===== src/rtl/ex_result_skid_buf_if.sv =====
// Handshake bundle between the ALU, the result skid buffer and the memory/write-back stage.
// The producer (ALU side) and consumer (memory side) are both driven through the master view.
interface ex_result_skid_buf_if #(
    parameter int DATA_W = 32,
    parameter int RD_W   = 5
);
    // Handshake rule for both sides: a transfer happens on a rising clock edge
    // exactly when valid and ready are both high; valid never waits on ready.
    logic              in_valid;
    logic              in_ready;
    logic [DATA_W-1:0] in_result;
    logic [RD_W-1:0]   in_rd;
    logic              in_wb_en;

    logic              out_valid;
    logic              out_ready;
    logic [DATA_W-1:0] out_result;
    logic [RD_W-1:0]   out_rd;
    logic              out_wb_en;

    modport master (
        output in_valid, in_result, in_rd, in_wb_en, out_ready,
        input  in_ready, out_valid, out_result, out_rd, out_wb_en
    );

    modport slave (
        input  in_valid, in_result, in_rd, in_wb_en, out_ready,
        output in_ready, out_valid, out_result, out_rd, out_wb_en
    );
endinterface


===== src/rtl/ex_result_skid_buf.sv =====
// Two-entry elastic buffer between the ALU and the memory/write-back stage.
// The head entry drives the downstream port and doubles as a forwarding source.
module ex_result_skid_buf #(
    parameter int DATA_W = 32,
    parameter int RD_W   = 5
) (
    input  logic                clk,
    input  logic                rst_n,
    input  logic                flush,
    ex_result_skid_buf_if.slave bus,
    output logic                fwd_valid,
    output logic [RD_W-1:0]     fwd_rd,
    output logic [DATA_W-1:0]   fwd_data,
    output logic [1:0]          occupancy
);

    typedef struct packed {
        logic [DATA_W-1:0] result;
        logic [RD_W-1:0]   rd;
        logic              wb_en;
    } entry_t;

    // Encoding equals the entry count, so occupancy is a direct view of the FSM state.
    typedef enum logic [1:0] {
        EMPTY = 2'd0,
        ONE   = 2'd1,
        TWO   = 2'd2
    } state_t;

    state_t state_q, state_d;
    entry_t head_q, head_d;
    entry_t skid_q, skid_d;
    entry_t in_entry;
    logic   accept;
    logic   fire;

    assign in_entry = '{result: bus.in_result, rd: bus.in_rd, wb_en: bus.in_wb_en};

    assign bus.in_ready  = (state_q != TWO);
    assign bus.out_valid = (state_q != EMPTY);
    assign accept        = bus.in_valid & bus.in_ready;
    assign fire          = bus.out_valid & bus.out_ready;

    always_comb begin
        state_d = state_q;
        head_d  = head_q;
        skid_d  = skid_q;
        if (flush) begin
            // A fire in this cycle is still consumed downstream; the input is dropped.
            state_d = EMPTY;
            head_d  = '0;
            skid_d  = '0;
        end else begin
            case (state_q)
                EMPTY: begin
                    if (accept) begin
                        state_d = ONE;
                        head_d  = in_entry;
                    end
                end
                ONE: begin
                    if (accept && fire) begin
                        head_d = in_entry;
                    end else if (accept) begin
                        state_d = TWO;
                        skid_d  = in_entry;
                    end else if (fire) begin
                        state_d = EMPTY;
                    end
                end
                TWO: begin
                    if (fire) begin
                        state_d = ONE;
                        head_d  = skid_q;
                    end
                end
                default: begin
                    state_d = EMPTY;
                end
            endcase
        end
    end

    always_ff @(posedge clk or negedge rst_n) begin
        if (!rst_n) begin
            state_q <= EMPTY;
            head_q  <= '0;
            skid_q  <= '0;
        end else begin
            state_q <= state_d;
            head_q  <= head_d;
            skid_q  <= skid_d;
        end
    end

    assign bus.out_result = head_q.result;
    assign bus.out_rd     = head_q.rd;
    assign bus.out_wb_en  = head_q.wb_en;

    // x0 writes still travel downstream but must never be forwarded.
    assign fwd_valid = bus.out_valid & head_q.wb_en & (head_q.rd != '0);
    assign fwd_rd    = head_q.rd;
    assign fwd_data  = head_q.result;
    assign occupancy = state_q;

endmodule


===== src/flat_wrapper.sv =====
// flat-port wrapper written by rule: the top's interface ports become plain ports
module ex_result_skid_buf_flat 
#(
    parameter int DATA_W = 32,
    parameter int RD_W   = 5
)
  (clk, rst_n, flush, fwd_valid, fwd_rd, fwd_data, occupancy, bus_in_valid, bus_in_result, bus_in_rd, bus_in_wb_en, bus_out_ready, bus_in_ready, bus_out_valid, bus_out_result, bus_out_rd, bus_out_wb_en);
  ex_result_skid_buf_if #(.DATA_W(DATA_W), .RD_W(RD_W)) bus_i ();
  input  logic clk;
  input  logic rst_n;
  input  logic flush;
  output logic fwd_valid;
  output logic [RD_W-1:0] fwd_rd;
  output logic [DATA_W-1:0] fwd_data;
  output logic [1:0] occupancy;
  input wire logic [$bits(bus_i.in_valid)-1:0] bus_in_valid;
  input wire logic [$bits(bus_i.in_result)-1:0] bus_in_result;
  input wire logic [$bits(bus_i.in_rd)-1:0] bus_in_rd;
  input wire logic [$bits(bus_i.in_wb_en)-1:0] bus_in_wb_en;
  input wire logic [$bits(bus_i.out_ready)-1:0] bus_out_ready;
  output wire logic [$bits(bus_i.in_ready)-1:0] bus_in_ready;
  output wire logic [$bits(bus_i.out_valid)-1:0] bus_out_valid;
  output wire logic [$bits(bus_i.out_result)-1:0] bus_out_result;
  output wire logic [$bits(bus_i.out_rd)-1:0] bus_out_rd;
  output wire logic [$bits(bus_i.out_wb_en)-1:0] bus_out_wb_en;
  assign bus_i.in_valid = bus_in_valid;
  assign bus_i.in_result = bus_in_result;
  assign bus_i.in_rd = bus_in_rd;
  assign bus_i.in_wb_en = bus_in_wb_en;
  assign bus_i.out_ready = bus_out_ready;
  assign bus_in_ready = bus_i.in_ready;
  assign bus_out_valid = bus_i.out_valid;
  assign bus_out_result = bus_i.out_result;
  assign bus_out_rd = bus_i.out_rd;
  assign bus_out_wb_en = bus_i.out_wb_en;
  ex_result_skid_buf #(.DATA_W(DATA_W), .RD_W(RD_W)) u_core (.clk(clk), .rst_n(rst_n), .flush(flush), .bus(bus_i), .fwd_valid(fwd_valid), .fwd_rd(fwd_rd), .fwd_data(fwd_data), .occupancy(occupancy));
endmodule

===== config.mk =====
export PLATFORM = sky130hd
export DESIGN_NAME = ex_result_skid_buf_flat
export DESIGN_NICKNAME = d
export VERILOG_FILES = /design/src/rtl/ex_result_skid_buf_if.sv /design/src/rtl/ex_result_skid_buf.sv /design/src/flat_wrapper.sv
export SDC_FILE = /design/constraint.sdc
export NUM_CORES = 1
export LEC_CHECK = 0
export ABC_AREA = 1
export CAP_MARGIN = 20
export CORE_ASPECT_RATIO = 0.75
export CORE_MARGIN = 2
export CORE_UTILIZATION = 43
export CTS_CLUSTER_DIAMETER = 120
export DETAILED_ROUTE_END_ITERATION = 10
export PLACE_DENSITY = 0.76
export SLEW_MARGIN = 20
export SYNTH_ARGS = -nofsm -noshare
export SYNTH_HDL_FRONTEND = slang
export SYNTH_SLANG_ARGS = --single-unit

===== constraint.sdc =====
create_clock -name clk -period 1.6 [get_ports clk]
set_input_delay 0.16 -clock clk [delete_from_list [all_inputs] [get_ports clk]]
set_output_delay 0.16 -clock clk [all_outputs]
set_load 0.05 [all_outputs]

==> results.py <==
metrics = {
    "yosys": {
        "ys_seq_elements": 78,
        "synth_top_family_by_area": "simple AND/OR/NAND/NOR gates",
        "yosys-top-cells-area": "dfrtp_1 46%, nand2_1 15%, buf_4 7.4%",
        "synthCells": 549,
        "seq_area_frac_synth_pct": 46.10,
        "synth.avg_cell_area_sq_um": 7.712,
        "synth_nets": 598,
        "synth_compound_area_share_pct": 4.492,
        "synthesis.area_sq_um": 4234,
        "yosysTopAreaCellShare_pct": 46.10,
        "yosysUniqueCellTypes": 25,
        "synth-simple-area-share_pct": 34.46,
        "ys_warn_count": 0,
        "synth_fa_ha_area_share_pct": 1.773,
        "muxShareOfSynthArea_pct": 0,
        "synth-xor-area-share_pct": 0,
        "synth.largest_area_cell": "dfrtp_1",
    },
    "power": {
        "p_per_area_nw_per_um2": 2190,
        "total_power_mw": 13.10,
        "vdd_drop_max_mv": 0.9443,
        "power_leakage_nw": 3.181,
    },
    "sta": {
        "period_minus_slack_ns": 1.733,
        "clock_skew_ns": 0.005126,
        "finalMaxSlewViolations": 0,
        "setup_viol": 70,
        "tightest_slew_ns": 0.3305,
        "rsz0062_at_grt": "yes",
        "finalWorstSetupSlack_ns": -0.1326,
        "hold_viol": 0,
        "slew_headroom_pct": 77.89,
        "fin_crit_sh_pct": 108.3,
        "max_freq_mhz": 577.2,
        "holdWs_ns": 0.2268,
    },
    "place": {
        "gp_congestion": 0.8319,
        "place_area_sq_um": 5300,
        "dp_hpwl_microns": 7753,
        "port_buffers": 122,
    },
    "cells_and_area": {
        "fin_nets": 700,
        "layout-drive-gt1-share_pct": 26.68,
        "antennaDiodeCount": 0,
        "fillers": 822,
        "syn2layout_area_growth_pct": 41.28,
        "stdcell_area_sq_um": 5982,
    },
    "clocking": {
        "cts_tree": "yes",
        "cts-root-buf": "clkbuf_16",
        "clock_path_buffers": 2,
        "cts_made_buffers": 9,
        "clk_latency_ns": 0.33,
        "h-tree-depth": 3,
        "clkTransAtPathRegs_ns": 0.06,
        "cts.sinks": 78,
    },
    "outcome": {
        "violations": "setup timing",
        "outcome": "finished, violations left",
    },
    "critical_path": {
        "critical_path_class": "reg -> reg",
        "start_kind": "register",
        "path_delay_family": "simple AND/OR/NAND/NOR gates",
        "cp_slowest_cell": "dfrtp_2",
        "critPathMaxStageDelay_ns": 0.44,
        "arrival_ns": 1.98,
        "path_max_fanout": 6,
        "critical_path_buf_inv_count": 3,
        "required_ns": 1.84,
        "cp-end-kind": "register",
        "path_cells": "buf_4 > ha_4 > nor2_8 > nand3_4 > nor2_4 > buf_12 > clkbuf_16 > nand2_1 > o21ai_0",
    },
    "grt": {
        "grt_remaining_overflow": 0,
        "antenna_found_initial": 0,
        "grt_pass1_wl_microns": 18520,
        "grt_max_degree": 48,
        "grt_pass1_vias": 3782,
        "track_usage_pct": 21.27,
    },
    "floorplanning": {
        "die_h_microns": 89.94,
        "row_count": 31,
        "initial_core_util_pct": 44.02,
        "pin_count": 123,
        "floorplan.die_area_sq_um": 10660,
        "core_sq_um": 9619,
        "die_w_microns": 118.6,
    },
    "routing": {
        "vias": 4072,
        "drc": 0,
        "wl_per_cell_microns": 15.75,
        "first_pass_iters": 6,
        "wirelength_microns": 12410,
        "via_per_inst": 5.168,
        "drt_iter0_drc": 327,
        "antenna_left": 0,
    },
    "flow_run": {
        "maxCapViolations": 0,
    },
    "hold_path": {
        "holdCritPathClass": "in -> async",
    },
}
[synthesized netlist by cell type, drive strengths merged]
| cell type | count |
|---|---|
| nor3b | 1 |
| inv | 14 |
| buf | 65 |
| clkinv | 1 |
| nand3 | 38 |
| nand3b | 1 |
| o21ai | 38 |
| dfrtp | 78 |
| nor2 | 85 |
| ha | 6 |
| clkbuf | 11 |
| nand4 | 38 |
| nor3 | 1 |
| nand2 | 172 |
[layout by cell type, fill, tap and decap left out, types with 2 or more instances in the layout]
master / n
dfrtp_2: 2
nand2_2: 8
buf_12: 11
nor2_1: 81
clkdlybuf4s50_1: 41
buf_8: 2
o21ai_0: 24
ha_4: 5
nand3_4: 2
buf_6: 6
clkbuf_16: 13
inv_6: 4
nand3_2: 3
nand4_1: 38
nor2_4: 2
nand2_1: 161
o21ai_1: 14
dfrtp_1: 76
nand2_4: 3
clkinvlp_4: 3
bufinv_16: 2
inv_2: 4
nand3_1: 33
buf_4: 102
inv_1: 7
[state kept, by name (all words and copies together) (netlist names)]
| signal | flops |
|---|---|
| u_core.bus.out_rd | 5 |
| u_core.bus.out_result | 32 |
| u_core.bus.out_wb_en | 1 |
| u_core.occupancy | 2 |
| u_core.skid_q | 38 |
[final timing paths]
kind / from / end / cells past startpoint / slack, ns
min in group clk: bus_in_result[22] / u_core.skid_q[28] / 3 / 0.39
hold / removal: rst_n / u_core.bus.out_result[29] / 2 / 0.23
setup / recovery: u_core.occupancy[1] / u_core.skid_q[1] / 9 / -0.13
max in group asynchronous: rst_n / u_core.occupancy[1] / 3 / 0.84
setup reg to reg: u_core.occupancy[1] / u_core.skid_q[1] / 9 / -0.13
hold reg to reg: u_core.bus.out_result[1] / u_core.bus.out_result[1] / 2 / 0.50
[where the power goes]
group / total (mW) / leakage [nW] / internal [mW] / switching [mW]
logic: 7.76 / 1.99 / 2.43 / 5.34
registers: 3.09 / 1.04 / 2.57 / 0.524
clock network: 2.25 / 0.156 / 1.42 / 0.826
total: 13.1 / 3.18 / 6.41 / 6.69
[metal layers]
metal	share of wire (%)	vias up	GRT usage, %	wire length [microns]
li1	-	1940	-	-
met1	44	1931	28.96	5403
met2	47	186	34.24	5834
met3	8.2	15	5.330	1020
met4	1.2	0	5.159	154
met5	0	-	0	0
[per-stage QoR]
step,setup TNS [ns],instances,setup WS [ns],utilization (%)
after global routing,-6.951,788,-0.1725,62.19
after global placement,0,757,0.03245,55.10
after CTS,-0.02695,775,-0.02494,59.27
final,-2.896,788,-0.1326,62.19
after detailed placement,-0.2043,757,-0.03183,55.10
after floorplan,-12.41,549,-0.2552,-
[kinds of logic (layout without fill, tap and decap cells)]
kind of cell    count (synthesis)  count (layout)
simple gates                  336             336
compound gates                 38              38
flops                          78              78
buf+inv                        91             198
fa+ha+maj                       6               6
[final cells by class]
class | count | area [sq um] | area share (%)
Timing Repair Buffer | 167 | 1604 | 26.81
Tap cell | 132 | 165.2 | 2.761
Clock inverter | 6 | 92.59 | 1.548
Clock buffer | 10 | 239.0 | 3.995
Sequential cell | 78 | 1954 | 32.67
Inverter | 15 | 70.07 | 1.171
Multi-Input combinational cell | 380 | 1857 | 31.04
[what timing repair did]
item / in CTS / in global routing
pin swaps: 0 / 1
buffers inserted: 1 / 7
cloned: 0 / 6
gates resized for setup: 11 / 26
hold buffers: 1 / 0
endpoints found under the hold margin: 78 / 0
endpoints found under the setup margin: 39 / 71
No activity file was read; power rests on OpenSTA's default activity.
